### src/rtl/pipe_field_pkg.sv
`default_nettype none
// ============================================================================
// Module      : pipe_field_pkg
// Description : Shared types and default constants for the scrolling
//               obstacle field: screen coordinate types, the per-slot
//               record and the default geometry/timing values.
// Revision    : 1.0 - initial release
// ============================================================================
package pipe_field_pkg;

    typedef logic [10:0]        hcoord_t;   // horizontal pixel coordinate
    typedef logic [9:0]         vcoord_t;   // vertical pixel coordinate
    typedef logic signed [12:0] xpos_t;     // obstacle x, may go off-screen left
    typedef logic [8:0]         gap_t;      // gap top, relative to Y_TOP

    typedef struct packed {
        logic  active;
        xpos_t x;
        gap_t  gap_pos;
    } slot_t;

    localparam int          DEF_N_PIPES      = 4;
    localparam int          DEF_WIDTH        = 32;
    localparam int          DEF_GAP_HEIGHT   = 50;
    localparam int          DEF_Y_TOP        = 208;
    localparam int          DEF_FIELD_HEIGHT = 512;
    localparam int          DEF_SCREEN_W     = 1280;
    localparam int          DEF_SPEED        = 2;
    localparam int          DEF_SPAWN_FRAMES = 160;
    localparam logic [23:0] DEF_COLOR        = 24'h00_C0_00;

endpackage
`default_nettype wire

### src/rtl/pipe_slot.sv
`default_nettype none
// ============================================================================
// Module      : pipe_slot
// Description : One obstacle slot. Scrolls left on each frame update,
//               expires once fully off the left edge, loads a fresh
//               obstacle when selected for a spawn and flags a pass when
//               its right edge crosses the player column.
// Ports       : clk, rst (async, active-low)
//               update    - enabled frame update strobe
//               spawn     - this slot receives the spawn in this update
//               spawn_gap - gap top for the spawned obstacle
//               bird_x    - player column
//               slot      - current slot record
//               free_next - slot is empty after this update's move/expire
//               passed    - right edge crossed bird_x in this update
// Revision    : 1.0 - initial release
// ============================================================================
module pipe_slot
    import pipe_field_pkg::*;
#(
    parameter int WIDTH    = DEF_WIDTH,
    parameter int SCREEN_W = DEF_SCREEN_W,
    parameter int SPEED    = DEF_SPEED
) (
    input  logic    clk,
    input  logic    rst,
    input  logic    update,
    input  logic    spawn,
    input  gap_t    spawn_gap,
    input  hcoord_t bird_x,
    output slot_t   slot,
    output logic    free_next,
    output logic    passed
);

    localparam logic signed [13:0] W_S   = 14'(WIDTH);
    localparam logic signed [13:0] SPD_S = 14'(SPEED);

    slot_t                r_slot;
    logic signed [13:0]   w_x_old;
    logic signed [13:0]   w_x_moved;
    logic signed [13:0]   w_bird;
    logic                 w_expire;

    assign w_x_old   = {r_slot.x[12], r_slot.x};
    assign w_x_moved = w_x_old - SPD_S;
    assign w_bird    = {3'b000, bird_x};

    assign w_expire  = r_slot.active && (w_x_moved <= -W_S);
    // An expiring slot counts as free so a spawn in the same update reuses it.
    assign free_next = !r_slot.active || w_expire;
    assign passed    = update && r_slot.active
                       && ((w_x_old + W_S) > w_bird)
                       && ((w_x_moved + W_S) <= w_bird);
    assign slot      = r_slot;

    always_ff @(posedge clk or negedge rst) begin
        if (!rst) begin
            r_slot <= '0;
        end else if (update) begin
            if (spawn) begin
                r_slot.active  <= 1'b1;
                r_slot.x       <= 13'(SCREEN_W);
                r_slot.gap_pos <= spawn_gap;
            end else if (r_slot.active) begin
                r_slot.x      <= w_x_moved[12:0];
                r_slot.active <= !w_expire;
            end
        end
    end

endmodule
`default_nettype wire

### src/rtl/pipe_field.sv
`default_nettype none
// ============================================================================
// Module      : pipe_field
// Description : Scrolling obstacle field. Spawns obstacles whose gap height
//               follows a latched pitch sample, scrolls them once per frame,
//               counts obstacles passed, renders them with a two-stage pixel
//               pipeline and raises a sticky collision flag.
// Ports       : clk, rst (async, active-low), new_frame, enable
//               hcount_in/vcount_in   - pixel being drawn
//               freq_in/freq_valid    - pitch sample and qualifier
//               bird_x/bird_y         - player position
//               clear_collision       - clears the collision flag
//               red_out/green_out/blue_out - pixel colour (2-cycle latency)
//               collision, pass_count, gap_height - game status
// Revision    : 1.0 - initial release
// ============================================================================
module pipe_field
    import pipe_field_pkg::*;
#(
    parameter int          N_PIPES      = DEF_N_PIPES,
    parameter int          WIDTH        = DEF_WIDTH,
    parameter int          GAP_HEIGHT   = DEF_GAP_HEIGHT,
    parameter int          Y_TOP        = DEF_Y_TOP,
    parameter int          FIELD_HEIGHT = DEF_FIELD_HEIGHT,
    parameter int          SCREEN_W     = DEF_SCREEN_W,
    parameter int          SPEED        = DEF_SPEED,
    parameter int          SPAWN_FRAMES = DEF_SPAWN_FRAMES,
    parameter logic [23:0] COLOR        = DEF_COLOR
) (
    input  logic        clk,
    input  logic        rst,
    input  logic        new_frame,
    input  logic        enable,
    input  logic [10:0] hcount_in,
    input  logic [9:0]  vcount_in,
    input  logic [15:0] freq_in,
    input  logic        freq_valid,
    input  logic [10:0] bird_x,
    input  logic [9:0]  bird_y,
    input  logic        clear_collision,
    output logic [7:0]  red_out,
    output logic [7:0]  green_out,
    output logic [7:0]  blue_out,
    output logic        collision,
    output logic [7:0]  pass_count,
    output logic [8:0]  gap_height
);

    localparam logic [15:0]        GAP_MAX  = 16'(FIELD_HEIGHT - GAP_HEIGHT);
    localparam logic [15:0]        CNT_LOAD = 16'(SPAWN_FRAMES - 1);
    localparam logic [11:0]        V_LO     = 12'(Y_TOP);
    localparam logic [11:0]        V_HI     = 12'(Y_TOP + FIELD_HEIGHT);
    localparam logic [11:0]        GAP_H    = 12'(GAP_HEIGHT);
    localparam logic signed [13:0] W_S      = 14'(WIDTH);

    logic [15:0]         r_freq_lat;
    logic [15:0]         r_frame_cnt;
    logic [15:0]         w_gap_raw;
    gap_t                w_gap;
    logic                w_update;
    logic                w_spawn_try;
    logic                w_spawn_ok;
    logic [N_PIPES-1:0]  w_free_next;
    logic [N_PIPES-1:0]  w_spawn_sel;
    logic [N_PIPES-1:0]  w_passed;
    logic [N_PIPES-1:0]  w_hit;
    logic [N_PIPES-1:0]  r_hit_vec;
    slot_t               w_slots [N_PIPES];
    logic [15:0]         w_pass_num;
    logic [15:0]         w_pass_sum;
    logic signed [13:0]  w_h;
    logic [11:0]         w_v;
    hcoord_t             r_h1;
    vcoord_t             r_v1;
    logic                w_hit2;

    assign w_update    = new_frame && enable;
    assign w_spawn_try = w_update && (r_frame_cnt == 16'd0);
    assign w_gap_raw   = r_freq_lat >> 2;
    assign w_gap       = (w_gap_raw > GAP_MAX) ? GAP_MAX[8:0] : w_gap_raw[8:0];
    assign w_h         = {3'b000, hcount_in};
    assign w_v         = {2'b00, vcount_in};

    // Lowest-index slot that is free after this update's move/expire.
    always_comb begin
        w_spawn_sel = '0;
        w_spawn_ok  = 1'b0;
        if (w_spawn_try) begin
            for (int i = 0; i < N_PIPES; i++) begin
                if (!w_spawn_ok && w_free_next[i]) begin
                    w_spawn_sel[i] = 1'b1;
                    w_spawn_ok     = 1'b1;
                end
            end
        end
    end

    always_comb begin
        w_pass_num = '0;
        for (int i = 0; i < N_PIPES; i++) begin
            w_pass_num = w_pass_num + 16'(w_passed[i]);
        end
    end
    assign w_pass_sum = 16'(pass_count) + w_pass_num;

    for (genvar gi = 0; gi < N_PIPES; gi++) begin : g_slot
        logic signed [13:0] w_xl;
        logic [11:0]        w_gap_lo;
        logic               w_in_x;
        logic               w_in_y;
        logic               w_in_gap;

        pipe_slot #(
            .WIDTH    (WIDTH),
            .SCREEN_W (SCREEN_W),
            .SPEED    (SPEED)
        ) u_slot (
            .clk       (clk),
            .rst       (rst),
            .update    (w_update),
            .spawn     (w_spawn_sel[gi]),
            .spawn_gap (w_gap),
            .bird_x    (bird_x),
            .slot      (w_slots[gi]),
            .free_next (w_free_next[gi]),
            .passed    (w_passed[gi])
        );

        assign w_xl     = {w_slots[gi].x[12], w_slots[gi].x};
        assign w_gap_lo = V_LO + {3'b000, w_slots[gi].gap_pos};
        assign w_in_x   = (w_h >= w_xl) && (w_h < (w_xl + W_S));
        assign w_in_y   = (w_v >= V_LO) && (w_v < V_HI);
        assign w_in_gap = (w_v >= w_gap_lo) && (w_v < (w_gap_lo + GAP_H));
        assign w_hit[gi] = w_slots[gi].active && w_in_x && w_in_y && !w_in_gap;
    end

    always_ff @(posedge clk or negedge rst) begin
        if (!rst) begin
            r_freq_lat <= '0;
        end else if (freq_valid) begin
            r_freq_lat <= freq_in;
        end
    end

    always_ff @(posedge clk or negedge rst) begin
        if (!rst) begin
            r_frame_cnt <= CNT_LOAD;
            pass_count  <= '0;
            gap_height  <= 9'(Y_TOP);
        end else if (w_update) begin
            // Counter reloads on every attempt, including dropped spawns.
            r_frame_cnt <= (r_frame_cnt == 16'd0) ? CNT_LOAD : r_frame_cnt - 16'd1;
            if (w_spawn_ok) begin
                gap_height <= 9'(Y_TOP) + w_gap;
            end
            pass_count <= (w_pass_sum > 16'd255) ? 8'd255 : w_pass_sum[7:0];
        end
    end

    // Stage 1 registers per-slot hits; stage 2 merges them into colour and
    // the collision flag, using coordinates delayed to match.
    assign w_hit2 = |r_hit_vec;

    always_ff @(posedge clk or negedge rst) begin
        if (!rst) begin
            r_hit_vec <= '0;
            r_h1      <= '0;
            r_v1      <= '0;
            red_out   <= '0;
            green_out <= '0;
            blue_out  <= '0;
            collision <= 1'b0;
        end else begin
            r_hit_vec <= w_hit;
            r_h1      <= hcount_in;
            r_v1      <= vcount_in;
            {red_out, green_out, blue_out} <= w_hit2 ? COLOR : 24'h00_00_00;
            if (w_hit2 && (r_h1 == bird_x) && (r_v1 == bird_y)) begin
                collision <= 1'b1;
            end else if (clear_collision) begin
                collision <= 1'b0;
            end
        end
    end

endmodule
`default_nettype wire

### config.mk
export PLATFORM = sky130hd
export DESIGN_NAME = pipe_field
export DESIGN_NICKNAME = d
export VERILOG_FILES = /design/src/rtl/pipe_field_pkg.sv /design/src/rtl/pipe_slot.sv /design/src/rtl/pipe_field.sv
export SDC_FILE = /design/constraint.sdc
export NUM_CORES = 1
export LEC_CHECK = 0
export BUFFER_PORTS_ARGS = -buffer_cell sky130_fd_sc_hd__buf_4
export CAP_MARGIN = 10
export CORE_ASPECT_RATIO = 0.6
export CORE_UTILIZATION = 50
export CTS_CLUSTER_DIAMETER = 40
export CTS_CLUSTER_SIZE = 24
export DETAILED_ROUTE_END_ITERATION = 6
export PLACE_DENSITY = 0.76
export SETUP_SLACK_MARGIN = 0.02
export SYNTH_ARGS = -nofsm -noshare
export SYNTH_HDL_FRONTEND = slang
export SYNTH_SLANG_ARGS = --single-unit
### constraint.sdc
create_clock -name clk -period 7.6 [get_ports clk]
set_input_delay 0.38 -clock clk [delete_from_list [all_inputs] [get_ports clk]]
set_output_delay 0.38 -clock clk [all_outputs]
set_load 0.05 [all_outputs]
==> results.yml, run 1 <==
sta:
  slew_headroom: 0.321
  post-route-period-util: 0.842
  max_freq_mhz: 156
  grt_setup_unrepaired: "no"
  fin_hold_ws_ns: 0.0304
  hold_viol_final: 0
  setup_viol: 0
  maxSlewViolCount: 0
  worstMarginPinSlew_ns: 1.01
  fin_tns_setup_ns: 0
  layout_min_cycle_time_ns: 6.40
  finalClockSkew_ns: 0.0152
yosys:
  postSynth.asyncResetShare: 1.00
  syn_area_um2: 15300
  yosysTopAreaCell: "dfrtp_1"
  yosysTopAreaCellShare: 0.251
  ys_top_cells_by_area: "dfrtp_1 25%, ha_1 21%, xnor2_1 7.7%"
  post_synth.cell_area_avg_um2: 8.94
  synth_warnings: 0
  synth_flop_cell: "dfrtp_1"
  synth_seq_cells: 162
  ys_seq_area_frac: 0.266
  ys_types: 83
  synth_cells: 1706
  synth_enable_flop_cells: 0
die:
  ios: 106
  initial_utilization: 0.509
  core.rowCount: 49
  fp.dieW_um: 228
  dieHeight_um: 137
  dieArea_um2: 31200
  core_area_um2: 30000
clocking:
  clk_pin_slew_ns: 0.08
  cts.sinks: 162
  cts_buffer_depth: 2
  cts-root-buf: "clkbuf_16"
  tritoncts: "built"
  cts_max_level: 4
  numCtsBuffers: 17
  clock_latency_ns: 0.47
detailed_routing:
  wirelength_um: 43600
  vias_per_cell: 5.98
  num_vias: 13100
  dr_wl_met3_um: 3850
  first_pass_iters: 6
  wire_per_inst_um: 20.0
  ant_nets: 0
  drtIter0Drc: 1401
  drc_errors: 0
  dr_wl_met2_um: 18100
  m1WireLength_um: 20800
  highest_layer: "met4"
finish:
  multi_input_area_um2: 10400
  seq_area_um2: 4070
  final_util: 0.559
  nFillCells: 2603
  nets: 2082
  antenna_cells: 0
  stdcell_count: 2185
  layout-drive-gt1-share: 0.113
  area_growth_pct: 9.86
placement:
  io_buffers: 81
  dp_hpwl_um: 34000
  dp_cells: 2152
  routabilityCongestion: 0.956
setup_path:
  critPathMaxFanout: 5
  cp-end-kind: "flip-flop"
  reg2reg_depth: 26
  worst_setup_path_start_kind: "flip-flop"
  crit_type: "reg2reg"
  r2r-start: "g_slot[2].u_slot.slot[10]"
  cp_data_arrival_time_ns: 6.78
  r2r-end: "pass_count[4]"
  cp-startpoint: "g_slot[2].u_slot.slot[10]"
  critPathRequiredTime_ns: 7.98
  r2r_slack_ns: 1.20
power:
  p_int_w: 0.00192
  power_density_nw_per_um2: 193
  peakVddDrop_uv: 192
  switching_share: 0.404
  p_comb_frac: 0.370
  leakage_nw: 7.75
  pwr-share-seq: 0.347
  power_switching_w: 0.00131
  pwr-share-clk: 0.283
hold_path:
  hold-path-endpoint: "r_v1[0]"
  holdPathStages: 1
  hp-class: "in2reg"
  worstHoldStart: "vcount_in[0]"
global_route:
  grt_pass1_wl_um: 68500
  gr-total-overflow: 0
  first_global_vias: 12400
  antenna_found_initial: 0
  grt_use_total: 0.287
  grt_max_degree: 73
run:
  maxCapViolCount: 0
status:
  status: "finished clean"
layer usage:
layer | up-vias | GRT usage
met5 | - | 0
met4 | 0 | 0.0876
met3 | 54 | 0.0633
met2 | 535 | 0.419
met1 | 6285 | 0.420
li1 | 6189 | -
cell families after synthesis:
group / synth area share
AND/OR/NAND/NOR: 0.172
AO/OA/AOI/OAI: 0.152
buffers and inverters: 0.0567
adder cells (fa/ha/maj): 0.210
flip-flops: 0.266
multiplexers: 0.0433
XOR/XNOR: 0.0993
other: 0.000246
worst max-delay path by stage:
stage | end | slack [ns] | cells after the start
finish | pass_count[4] | 1.20 | 26
detailed placement | pass_count[4] | 1.32 | 25
global route | pass_count[4] | 0.71 | 25
floorplan | pass_count[4] | 2.09 | 25
CTS | pass_count[4] | 1.29 | 25
global placement | pass_count[4] | 1.48 | 25
power by group through the flow:
stage	Clock, W	Sequential [W]	Combinational [W]
finish	0.000915	0.00112	0.00119
global route	0.000957	0.00113	0.00133
CTS	0.000923	0.00112	0.00117
detailed placement	0	0.00113	0.00116
global placement	0	0.00113	0.00110
floorplan	0	0.00109	0.000850
cells in the final DEF (no fill, tap or decap), drive strengths merged, types with 9 or more instances in the layout:
master     n
xor2      38
dfstp      9
a31oi     13
buf       90
o21bai    11
and3      15
nand3     56
nand2b    25
nor2b     23
o22ai     13
and2      10
nor2     124
a211oi    17
conb      22
clkbuf    18
ha       251
o21ai     81
nand2     97
a21o      33
a2111oi   10
o211ai     9
dfrtp    153
a21oi     82
nand4     26
nor3      66
mux2      53
inv      128
or3       13
xnor2    135
nor4      15
o21a      20
Yosys cell counts, drive strengths merged, types with 4 or more instances:
master / n
and2: 10
a2111oi: 10
or2: 6
nor2b: 23
o21ai: 81
nor2: 124
o21bai: 11
o2bb2ai: 5
nor3b: 6
dfrtp: 153
a41oi: 5
and3: 15
a22o: 5
nand3b: 4
o211ai: 9
or3: 13
or4: 7
mux2: 53
a21oi: 82
nand2: 97
a211oi: 17
nand4: 26
xnor2: 135
xor2: 38
a31oi: 13
o21a: 20
ha: 251
inv: 121
a22oi: 5
o31ai: 7
nand3: 56
nor4: 15
a21o: 33
o22ai: 13
nor3: 66
and4: 7
clkbuf: 32
dfstp: 9
nand2b: 25
o31a: 6
buf: 41
critical path: stages (launching register included):
cell and delay (ns):
dfrtp_1 0.43, inv_1 0.16, ha_1 0.28, nor3b_1 0.44
xnor2_1 0.22, ha_1 0.29, nor2_1 0.07, a2111oi_0 0.35
a41oi_1 0.11, xnor2_1 0.17, ha_1 0.29, and4_1 0.23
nand2_1 0.09, nor3_1 0.20, nand2_1 0.08, o211ai_1 0.11
nor2_1 0.06, a2111oi_0 0.41, nand4_1 0.28, fa_1 0.55
inv_1 0.06, fa_1 0.48, fa_1 0.41, nand2_1 0.09
nor2_1 0.09, and3_1 0.20, a21oi_1 0.14
cell type report:
type | count | area share
clock buffer | 18 | 0.0256
clock inverter | 14 | 0.0113
inverter | 124 | 0.0278
multi-input combinational | 1368 | 0.621
sequential | 162 | 0.243
tap | 408 | 0.0305
timing repair buffer | 91 | 0.0411
per-stage QoR:
stage / worst slack, ns / power, W / area, um2
final: 1.20 / 0.00323 / 16800
after global placement: 1.48 / 0.00223 / 16100
after CTS: 1.29 / 0.00320 / 16800
after floorplan: 2.09 / 0.00194 / 15300
after detailed placement: 1.32 / 0.00228 / 16100
after global routing: 0.713 / 0.00342 / 16800
flip-flops by register name, indices dropped and copies added, names as in the netlist:
| register | cells |
|---|---|
| gap_height | 9 |
| r_h1 | 11 |
| r_hit_vec | 4 |
| r_freq_lat | 14 |
| r_frame_cnt | 16 |
| g_slot.u_slot.slot | 88 |
| r_v1 | 10 |
| green_out | 1 |
| collision | 1 |
| pass_count | 8 |
what timing repair did:
action,in CTS,in global routing
hold buffers,1,0
buffers inserted,0,0
endpoints found under the hold margin,47,0
resized for setup,0,0
No activity file was read; power rests on OpenSTA's default activity.
==> run 2: changes to the inputs <==
Settings changed: PLACE_DENSITY 0.76 to 0.79.
Clock period 7.6 ns to 5.2 ns, I/O delays scaled along.
==> results.yml, run 2 (same netlist as run 1, synthesis figures left out) <==
status:
  status: "finished, violations left"
  violations: "setup timing"
finish:
  nets: 2181
  final_common_cell: "ha_1"
  largest_reg_flops: 88
  layout-drive-gt1-share: 0.169
  final_cell_mix: "249 x ha_1, 178 x buf_4, 153 x dfrtp_1"
  final_util: 0.591
  stdcell_count: 2285
  area_growth_pct: 16.1
power:
  leakage_nw: 8.31
  peakVddDrop_uv: 263
  p_comb_frac: 0.405
  switching_share: 0.410
  pwr-share-seq: 0.324
  power_switching_w: 0.00203
  pwr-share-clk: 0.271
  p_int_w: 0.00292
  power.total_w: 0.00495
  power_density_nw_per_um2: 280
detailed_routing:
  drc_errors: 0
  vias_per_cell: 5.93
  wirelength_um: 46600
  num_vias: 13600
  drtIter0Drc: 1420
  ant_nets: 0
  first_pass_iters: 6
  wire_per_inst_um: 20.4
global_route:
  grt_use_total: 0.309
  grt_max_degree: 62
  antenna_found_initial: 2
  gr-total-overflow: 0
  first_global_vias: 13000
  grt_pass1_wl_um: 73000
sta:
  setup_viol: 1
  worstMarginPinSlew_ns: 0.912
  grt_setup_unrepaired: "yes"
  maxSlewViolCount: 0
  finalClockSkew_ns: 0.0164
  timing.final.ws_setup_ns: -0.0229
  max_freq_mhz: 191
  layout_min_cycle_time_ns: 5.22
  post-route-period-util: 1.00
  hold_viol_final: 0
  slew_headroom: 0.391
clocking:
  numCtsBuffers: 17
  tritoncts: "built"
  cts-root-buf: "clkbuf_16"
  cts_buffer_depth: 2
  clk_pin_slew_ns: 0.08
  cts.sinks: 162
  cts_max_level: 4
  clock_latency_ns: 0.47
die:
  initial_utilization: 0.509
  dieArea_um2: 31200
  dieHeight_um: 137
  fp.dieW_um: 228
  ios: 106
  core_area_um2: 30000
  core.rowCount: 49
placement:
  io_buffers: 81
  routabilityCongestion: 0.989
  dp_hpwl_um: 36200
  dp_cells: 2236
setup_path:
  cp-end-kind: "flip-flop"
  critPathMaxFanout: 5
  crit_type: "reg2reg"
  critPathRequiredTime_ns: 5.59
  worst_setup_path_start_kind: "flip-flop"
  cp_data_arrival_time_ns: 5.62
hold_path:
  hp-class: "in2reg"
run:
  maxCapViolCount: 0
==> run 2: critical path, cell delays in order, from the launching register on <==
cell	delay [ns]
dfrtp_1	0.43
nor3_4	0.23
a31oi_1	0.14
or2_4	0.26
ha_4	0.18
buf_12	0.12
a2111oi_4	0.31
a41oi_2	0.07
xnor2_1	0.16
ha_1	0.31
and4_4	0.24
nand2_4	0.05
nor3_2	0.10
nand2_1	0.07
o211ai_1	0.12
nor2_1	0.09
a2111oi_2	0.30
nand4_1	0.21
fa_1	0.54
inv_1	0.05
fa_2	0.35
fa_2	0.38
nand2_4	0.09
nor2_4	0.05
and3_1	0.19
a21oi_1	0.12
==> run 2: timing repair <==
| item | CTS | global route |
|---|---|---|
| endpoints found under the hold margin | 43 | 0 |
| buffers inserted | 7 | 2 |
| resized for setup | 20 | 10 |
| endpoints found under the setup margin | 8 | 8 |
| hold buffers | 9 | 0 |
| pin swaps | 24 | 14 |
==> run 2: worst paths after layout <==
path / slack [ns] / end / from / depth (start not counted)
max reg2reg: -0.02 / pass_count[4] / g_slot[2].u_slot.slot[12] / 25
max in group asynchronous: 3.72 / g_slot[2].u_slot.slot[20] / rst / 3
max: -0.02 / pass_count[4] / g_slot[2].u_slot.slot[12] / 25
min in group asynchronous: 0.27 / g_slot[3].u_slot.slot[19] / rst / 2
min reg2reg: 0.48 / green_out[6] / r_hit_vec[1] / 1
min: 0.02 / r_freq_lat[14] / freq_in[14] / 2
==> run 2: through the flow <==
stage | hold slack [ns] | TNS (ns) | setup slack, ns | cell area [um2]
after floorplan | -0.0356 | 0 | 0.0273 | 15400
after global placement | 0.199 | -0.970 | -0.178 | 16800
after detailed placement | 0.203 | -2.31 | -0.346 | 16800
after CTS | 0.00994 | -0.871 | -0.155 | 17600
after global routing | 0.0124 | -1.61 | -0.277 | 17700
final | 0.0213 | -0.0229 | -0.0229 | 17700
==> run 2: area by class of cell <==
| class | instances | area (um2) |
|---|---|---|
| Fill cell | 2509 | 12300 |
| Multi-Input combinational cell | 1368 | 10600 |
| Sequential cell | 162 | 4070 |
| Timing Repair Buffer | 190 | 1470 |
| Tap cell | 408 | 510 |
| Inverter | 124 | 465 |
| Clock buffer | 18 | 439 |
| Clock inverter | 14 | 184 |
| Antenna cell | 1 | 2.50 |
==> run 2: per-layer routing <==
metal | GRT usage | vias up | wire length, um
met3 | 0.0806 | 75 | 4730
met5 | 0 | - | 0
li1 | - | 6376 | -
met4 | 0.0910 | 0 | 959
met1 | 0.454 | 6510 | 21800
met2 | 0.441 | 589 | 19100
==> run 2: power by group through the flow <==
stage	clock network [W]	logic [W]	registers, W
2_1_floorplan	0	0.00124	0.00160
3_3_place_gp	0	0.00184	0.00161
3_5_place_dp	0	0.00192	0.00162
4_1_cts	0.00136	0.00195	0.00160
5_1_grt	0.00141	0.00220	0.00163
6_report	0.00134	0.00200	0.00161
